==> src/rtl/main_fsm.sv <==
// Multicycle RV32I control FSM: sequences fetch/decode/execute/memory/writeback
// over a shared ALU and unified memory, with Moore-decoded control outputs.
module main_fsm #(
  parameter int STATE_W      = 4,
  parameter int MEM_WAIT     = 0,
  parameter int ILLEGAL_TRAP = 1
) (
  input  logic               clk,
  input  logic               reset_n,
  input  logic [6:0]         op,
  input  logic               Zero,
  input  logic               MemReady,
  output logic               PCWrite,
  output logic               AdrSrc,
  output logic               MemWrite,
  output logic               IRWrite,
  output logic               RegWrite,
  output logic [1:0]         ResultSrc,
  output logic [1:0]         ALUSrcA,
  output logic [1:0]         ALUSrcB,
  output logic [1:0]         ALUOp,
  output logic [1:0]         ImmSrc,
  output logic               IllegalOp,
  output logic [STATE_W-1:0] state_dbg
);

  localparam logic [6:0] OP_LW  = 7'b0000011;
  localparam logic [6:0] OP_SW  = 7'b0100011;
  localparam logic [6:0] OP_R   = 7'b0110011;
  localparam logic [6:0] OP_I   = 7'b0010011;
  localparam logic [6:0] OP_BEQ = 7'b1100011;
  localparam logic [6:0] OP_JAL = 7'b1101111;

  typedef enum logic [STATE_W-1:0] {
    S_FETCH    = 4'd0,
    S_DECODE   = 4'd1,
    S_MEMADR   = 4'd2,
    S_MEMREAD  = 4'd3,
    S_MEMWB    = 4'd4,
    S_MEMWRITE = 4'd5,
    S_EXECR    = 4'd6,
    S_EXECI    = 4'd7,
    S_ALUWB    = 4'd8,
    S_BEQ      = 4'd9,
    S_JAL      = 4'd10,
    S_INIT     = 4'd11,
    S_ERROR    = 4'd12
  } state_t;

  typedef struct packed {
    logic       pcupdate;
    logic       branch;
    logic       adrsrc;
    logic       memwrite;
    logic       irwrite;
    logic       regwrite;
    logic       illegal;
    logic [1:0] resultsrc;
    logic [1:0] alusrca;
    logic [1:0] alusrcb;
    logic [1:0] aluop;
  } ctrl_t;

  function automatic ctrl_t decode(input state_t s);
    ctrl_t c;
    c = '0;
    case (s)
      S_FETCH:    begin c.irwrite = 1'b1; c.pcupdate = 1'b1; c.alusrcb = 2'b10; c.resultsrc = 2'b10; end
      S_DECODE:   begin c.alusrca = 2'b01; c.alusrcb = 2'b01; end
      S_MEMADR:   begin c.alusrca = 2'b10; c.alusrcb = 2'b01; end
      S_MEMREAD:  c.adrsrc = 1'b1;
      S_MEMWB:    begin c.resultsrc = 2'b01; c.regwrite = 1'b1; end
      S_MEMWRITE: begin c.adrsrc = 1'b1; c.memwrite = 1'b1; end
      S_EXECR:    begin c.alusrca = 2'b10; c.aluop = 2'b10; end
      S_EXECI:    begin c.alusrca = 2'b10; c.alusrcb = 2'b01; c.aluop = 2'b10; end
      S_ALUWB:    c.regwrite = 1'b1;
      S_BEQ:      begin c.alusrca = 2'b10; c.aluop = 2'b01; c.branch = 1'b1; end
      S_JAL:      begin c.alusrca = 2'b01; c.alusrcb = 2'b10; c.pcupdate = 1'b1; end
      S_ERROR:    c.illegal = 1'b1;
      default:    c = '0;
    endcase
    return c;
  endfunction

  state_t r_state;
  state_t w_next;
  ctrl_t  r_ctrl;
  logic   w_ready;
  logic   w_fetch_ok;

  assign w_ready = (MEM_WAIT == 0) || MemReady;

  always_comb begin
    w_next = S_INIT;
    case (r_state)
      S_FETCH:    w_next = w_ready ? S_DECODE : S_FETCH;
      S_DECODE: begin
        case (op)
          OP_LW, OP_SW: w_next = S_MEMADR;
          OP_R:         w_next = S_EXECR;
          OP_I:         w_next = S_EXECI;
          OP_BEQ:       w_next = S_BEQ;
          OP_JAL:       w_next = S_JAL;
          default:      w_next = (ILLEGAL_TRAP != 0) ? S_ERROR : S_FETCH;
        endcase
      end
      S_MEMADR:   w_next = (op == OP_SW) ? S_MEMWRITE : S_MEMREAD;
      S_MEMREAD:  w_next = w_ready ? S_MEMWB : S_MEMREAD;
      S_MEMWRITE: w_next = w_ready ? S_FETCH : S_MEMWRITE;
      S_MEMWB, S_ALUWB, S_BEQ: w_next = S_FETCH;
      S_EXECR, S_EXECI, S_JAL: w_next = S_ALUWB;
      S_INIT:     w_next = S_FETCH;
      S_ERROR:    w_next = S_ERROR;
      default:    w_next = S_INIT;
    endcase
  end

  // Control word is registered from the next state so it lines up with r_state.
  always_ff @(posedge clk or negedge reset_n) begin
    if (!reset_n) begin
      r_state <= S_INIT;
      r_ctrl  <= '0;
    end else begin
      r_state <= w_next;
      r_ctrl  <= decode(w_next);
    end
  end

  // irwrite is only set in FETCH; a stalled fetch suppresses both strobes.
  assign w_fetch_ok = !r_ctrl.irwrite || w_ready;

  assign PCWrite   = (r_ctrl.pcupdate && w_fetch_ok) || (r_ctrl.branch && Zero);
  assign IRWrite   = r_ctrl.irwrite && w_ready;
  assign AdrSrc    = r_ctrl.adrsrc;
  assign MemWrite  = r_ctrl.memwrite;
  assign RegWrite  = r_ctrl.regwrite;
  assign ResultSrc = r_ctrl.resultsrc;
  assign ALUSrcA   = r_ctrl.alusrca;
  assign ALUSrcB   = r_ctrl.alusrcb;
  assign ALUOp     = r_ctrl.aluop;
  assign IllegalOp = r_ctrl.illegal;
  assign state_dbg = r_state;

  always_comb begin
    ImmSrc = 2'b00;
    case (op)
      OP_SW:   ImmSrc = 2'b01;
      OP_BEQ:  ImmSrc = 2'b10;
      OP_JAL:  ImmSrc = 2'b11;
      default: ImmSrc = 2'b00;
    endcase
  end

endmodule

==> config.mk <==
export PLATFORM = sky130hd
export DESIGN_NAME = main_fsm
export DESIGN_NICKNAME = d
export VERILOG_FILES = /design/src/rtl/main_fsm.sv
export SDC_FILE = /design/constraint.sdc
export NUM_CORES = 1
export LEC_CHECK = 0
export BUFFER_PORTS_ARGS = -buffer_cell sky130_fd_sc_hd__buf_2
export CELL_PAD_IN_SITES_DETAIL_PLACEMENT = 0
export CELL_PAD_IN_SITES_GLOBAL_PLACEMENT = 1
export CORE_MARGIN = 4
export CORE_UTILIZATION = 30
export CTS_CLUSTER_SIZE = 30
export DETAILED_ROUTE_END_ITERATION = 8
export HOLD_SLACK_MARGIN = 0.06
export PLACE_DENSITY_LB_ADDON = 0.1
export SLEW_MARGIN = 0
export SYNTH_ARGS = -nofsm -noshare
export SYNTH_HDL_FRONTEND = slang
export SYNTH_SLANG_ARGS = --single-unit
==> constraint.sdc <==
create_clock -name clk -period 1.8 [get_ports clk]
set_input_delay 0.36 -clock clk [delete_from_list [all_inputs] [get_ports clk]]
set_output_delay 0.36 -clock clk [all_outputs]
set_load 0.02 [all_outputs]
# ---- After elaboration in Yosys (flattened, before gate mapping)
# Index checks and enable logic that the tools add are counted.
dict set report word_totals {
  wordCells 70
  out_inout_bits 20
  ff_bits 19
  in_bits 11
}
dict set report classes {
  reduce_logical 14
  eq_ne 29
  n_mux 15
}
# operator n
set op_table {}
lappend op_table {{$eq A4 B4 Y1 const B} 9}
lappend op_table {{$eq A4 B3 Y1 const B} 8}
lappend op_table {{$pmux W4 S7} 1}
lappend op_table {{$pmux W4 S5} 1}
lappend op_table {{$eq A4 B2 Y1 const B} 4}
lappend op_table {{$pmux W2 S2} 4}
lappend op_table {{$eq A7 B6 Y1 const B} 2}
lappend op_table {{$eq A7 B7 Y1 const B} 2}
lappend op_table {{$reduce_or A2 Y1} 6}
lappend op_table {{$eq A4 B1 Y1 const B} 2}
lappend op_table {{$logic_not A4 Y1} 2}
lappend op_table {{$eq A7 B2 Y1 const B} 1}
lappend op_table {{$eq A7 B5 Y1 const B} 1}
lappend op_table {{$mux W1} 7}
lappend op_table {{$pmux W2 S3} 1}
lappend op_table {{$reduce_or A3 Y1} 2}
lappend op_table {{$reduce_or A5 Y1} 1}
lappend op_table {{$reduce_or A4 Y1} 1}
lappend op_table {{$mux W3} 1}
lappend op_table {{$logic_and A1 B1 Y1} 1}
lappend op_table {{$logic_or A1 B1 Y1} 1}

# ---- Depth between registers and ports, before layout
dict set report logic_depth {
  ltp_word 7
  mapped_depth 7
  depth_no_buf 6
}

# ---- Worst setup path before layout
# No wires, ideal clock.
dict set report synth_path {
  kind {reg-to-reg}
  start {register r_state[0] (netlist: state_dbg[0])}
  end {register r_ctrl, in the netlist ALUSrcB[0]}
  slack_ns -0.111
  path_stages_with_launch 8
  arrival_ns 1.825
  setup_time_ns 0.086
  n_path_buf 1
  path_cell_list {dfstp_2 buf_4 or2b_1 nand2_1 a21oi_4 inv_2 or4_1 a32oi_1}
}
dict set report synth_between {
  elab_chain_len 6
}
# item line_no
set synth_lines {}
lappend synth_lines {{start: declaration} 85} ;# state_t r_state;
lappend synth_lines {{start signal: assignment} 124} ;# r_state <= w_next;
lappend synth_lines {{$eq A4 B4 Y1 / $eq A4 B3 Y1 (equally long branches)} 95} ;# case (r_state)
lappend synth_lines {{$reduce_or A5 Y1 (no source line) / $reduce_or A3 Y1 (equally long branches)} --}
lappend synth_lines {{$pmux W4 S7 (*)} 95}
lappend synth_lines {{net w_next[3]} 86} ;# state_t w_next;
lappend synth_lines {{$eq A4 B3 Y1, or another cell as far along} 67} ;# case (s)
lappend synth_lines {{$reduce_or A3 Y1 (no source line) / $reduce_or A2 Y1 (equally long branches)} --}
lappend synth_lines {{$pmux W2 S2 (*)} 67}
lappend synth_lines {{end signal: assignment} 125} ;# r_ctrl <= decode(w_next);
lappend synth_lines {{end: declaration} 87} ;# ctrl_t r_ctrl;
# The timed path passes the listed nets; every way through them passes the cells marked *.

# ---- Final worst setup path
dict set report layout_path {
  start {register r_state[1] (netlist: state_dbg[1])}
  end {register r_ctrl, in the netlist ALUSrcB[0]}
}
# The elaborated chain is that of the path after synthesis.

==> impl_metrics.csv <==
group,metric,value,unit
clocking,clkSlewWorstSetupHoldPaths,0.10,ns
pwr,power_switching,0.000883,W
die,pin_count,31,
die,rows,20,
global_routing,grt_use_total,12.3,%
cells_and_area,syn_to_final_growth,44.4,%
timing,fmax,545,MHz
timing,setup_ws,-0.0340,ns
timing,worst_slew_pin_slew,0.354,ns
place,dp.final_hpwl,1910,microns
global_routing,grt_overflow,0,
routing,route.detailed.drc,0,
synth,syn_area,967,sq um
cells_and_area,nNetsFinal,163,
synth,yosys_warnings,0,
synth,synth-main-ff-cell,"dfrtp_1",
clocking,cts_tree,"built",
timing,slew_headroom,76.1,%
global_routing,grt_pass1_wl,3990,microns
routing,totalWireLength,2350,microns
setup_path,worstPathRequired,2.01,ns
clocking,clkSinkCount,17,
place,gp_congestion,0.788,
timing,fin_worst_skew,0.00289,ns
global_routing,grt_pass1_vias,879,
routing,ant_nets,0,
global_routing,grt_max_degree,18,
setup_path,setup.worst_path.end_class,"flop",
clocking,cts_buffers,3,
pwr,power_frac_clock,9.7,%
clocking,clock_latency,0.29,ns
setup_path,path_max_fanout,5,
synth,syn_area_per_cell,9.97,sq um
timing,drv_slew,0,
routing,vias_per_cell,4.48,
pwr,p_per_area,1490,nW/um^2
cells_and_area,regArea,430,sq um
cells_and_area,fillers,317,
timing,min_period,1.83,ns
timing,final-hold-violation-count,0,
clocking,clockRootBuffer,"clkbuf_4",
synth,syn-instance-count,97,
pwr,intPower,0.00120,W
timing,setup_viol,1,
synth,synth_edf_count,0,
die,die_h,64.8,microns
clocking,htree_levels,1,
pwr,power_frac_comb,61.1,%
run_status,outcome,"complete, but fails checks",
synth,synth_seq_area_share,44.4,%
routing,wire_per_inst,12.1,microns
clocking,cts_buffer_depth,2,
job,maxCapViolations,0,
cells_and_area,fin_cells,195,
cells_and_area,utilization,45.4,%
pwr,p_leak,0.720,nW
setup_path,crit_arrival,2.05,ns
setup_path,worstSetupPathType,"reg -> reg",
die,core,3080,sq um
hold_path,hp-class,"in -> async",
routing,via_count,874,
synth,ys_types,45,
global_routing,grt_antenna_before_repair,0,
place,portBuffers,29,
die,dieArea,4200,sq um
run_status,violations,"setup timing",
routing,drt_iter0_markers,16,
pwr,p_seq_share,29.3,%
synth,synth-async-reset-ratio,100,%
place,place_inst,187,
pwr,peakVddDrop,0.656,mV
timing,fin_crit_sh,102,%
pwr,swShare,42.3,%
cells_and_area,multi_input_area,469,sq um
synth,syn_nets,108,
die,die_w,64.8,microns
cells_and_area,drive_above_1_share,55.6,%
die,start_util,31.4,%
routing,drt_pass1_iterations,4,
timing,rsz0062_at_grt,"true",
synth,synth-seq-cells,17,
cells_and_area,n_antenna_cell,0,
setup_path,critPathLaunchType,"flop",
## state kept, by name, summed over array words and instances (netlist names)
signal,cells
ALUSrcA,2
ALUSrcB,2
IllegalOp,1
ResultSrc,1
state_dbg,4
r_ctrl,1
MemWrite,1
IRWrite,1
ALUOp,2
RegWrite,1
AdrSrc,1
## worst max-delay path: stages (launching register included)
cell	delay, ns
dfstp_2	0.41
buf_4	0.14
and2_1	0.16
a2bb2oi_2	0.18
a21oi_4	0.14
inv_2	0.05
or4_1	0.47
a32oi_1	0.21
## timing repair
| item | 4_1_cts | 5_1_grt |
|---|---|---|
| pin swaps | 0 | 3 |
| resized for setup | 2 | 6 |
| buffers inserted | 2 | 1 |
| setup endpoints to repair | 3 | 6 |
| endpoints found under the hold margin | 14 | 0 |
| hold buffers | 1 | 0 |
## cell usage in the layout (no fill, tap or decap), drive strengths merged, types with 3 or more instances in the layout
cell,n
clkbuf,3
inv,4
nor2,8
dfstp,3
nand2,7
o21ai,4
o22ai,4
dfrtp,14
buf,61
a21oi,5
## area by class of cell
cell class | count | share of cell area (%)
Clock buffer | 3 | 1.61
Inverter | 4 | 1.08
Timing Repair Buffer | 62 | 28.6
Sequential cell | 17 | 30.8
Tap cell | 44 | 3.94
Multi-Input combinational cell | 64 | 33.6
Clock inverter | 1 | 0.358
## path summary, 6_finish.rpt
check / startpoint / endpoint / slack (ns) / cells past startpoint
worst max register to register: state_dbg[1] / ALUSrcB[0] / -0.03 / 7
min in group clk: op[4] / state_dbg[1] / 0.52 / 5
max in group asynchronous: reset_n / state_dbg[3] / 0.98 / 2
worst min register to register: state_dbg[1] / RegWrite / 0.60 / 1
worst min-delay path: reset_n / IllegalOp / 0.51 / 2
worst max-delay path: state_dbg[1] / ALUSrcB[0] / -0.03 / 7
## layer usage
metal,track usage (%),vias up,wire (microns)
met5,0,-,0
met1,15.7,394,1090
met2,20.1,29,1090
met4,2.90,0,15
li1,-,449,-
met3,3.81,2,157
## metrics by stage
stage | setup TNS [ns] | setup slack (ns) | hold slack (ns) | cell area [sq um] | total power (W)
final | -0.0340 | -0.0340 | 0.512 | 1400 | 0.00209
after global routing | -0.266 | -0.0838 | 0.553 | 1400 | 0.00226
after CTS | -0.0419 | -0.0419 | 0.515 | 1370 | 0.00207
after detailed placement | -0.219 | -0.0852 | 0.299 | 1300 | 0.00184
after global placement | -0.352 | -0.144 | 0.293 | 1300 | 0.00184
after floorplan | -0.0301 | -0.0301 | 0.0644 | 977 | 0.00141
## cell usage after synthesis, drive strengths merged (2+ instances only)
cell | instances | area [sq um]
and2 | 2 | 12.5
a21boi | 2 | 15.0
nand2 | 7 | 26.3
o22ai | 4 | 25.0
inv | 4 | 15.0
and3 | 2 | 12.5
dfstp | 3 | 78.8
o31ai | 2 | 20.0
a21oi | 5 | 36.3
dfrtp | 14 | 350
or2b | 2 | 15.0
nor2b | 2 | 12.5
nor3 | 2 | 15.0
nor2 | 8 | 30.0
o21ai | 4 | 20.0
or2 | 2 | 12.5
buf | 11 | 80.1
## kinds of logic after synthesis
| kind of cell | count (synthesis) | synth area share [%] |
|---|---|---|
| xor gates and xnor gates | 1 | 0.906 |
| buffers and inverters | 16 | 10.2 |
| AOI/OAI and AO/OA | 25 | 19.7 |
| DFF | 17 | 44.4 |
| and+or+nand+nor | 38 | 24.8 |
## power by group through the flow
| stage | clock network, W | logic [W] | registers, W |
|---|---|---|---|
| 5_1_grt | 0.000233 | 0.00139 | 0.000636 |
| 3_3_place_gp | 0 | 0.00122 | 0.000617 |
| 6_report | 0.000202 | 0.00128 | 0.000611 |
| 3_5_place_dp | 0 | 0.00122 | 0.000617 |
| 2_1_floorplan | 0 | 0.000758 | 0.000651 |
| 4_1_cts | 0.000211 | 0.00125 | 0.000610 |
Power figures use the tool's default switching activity.
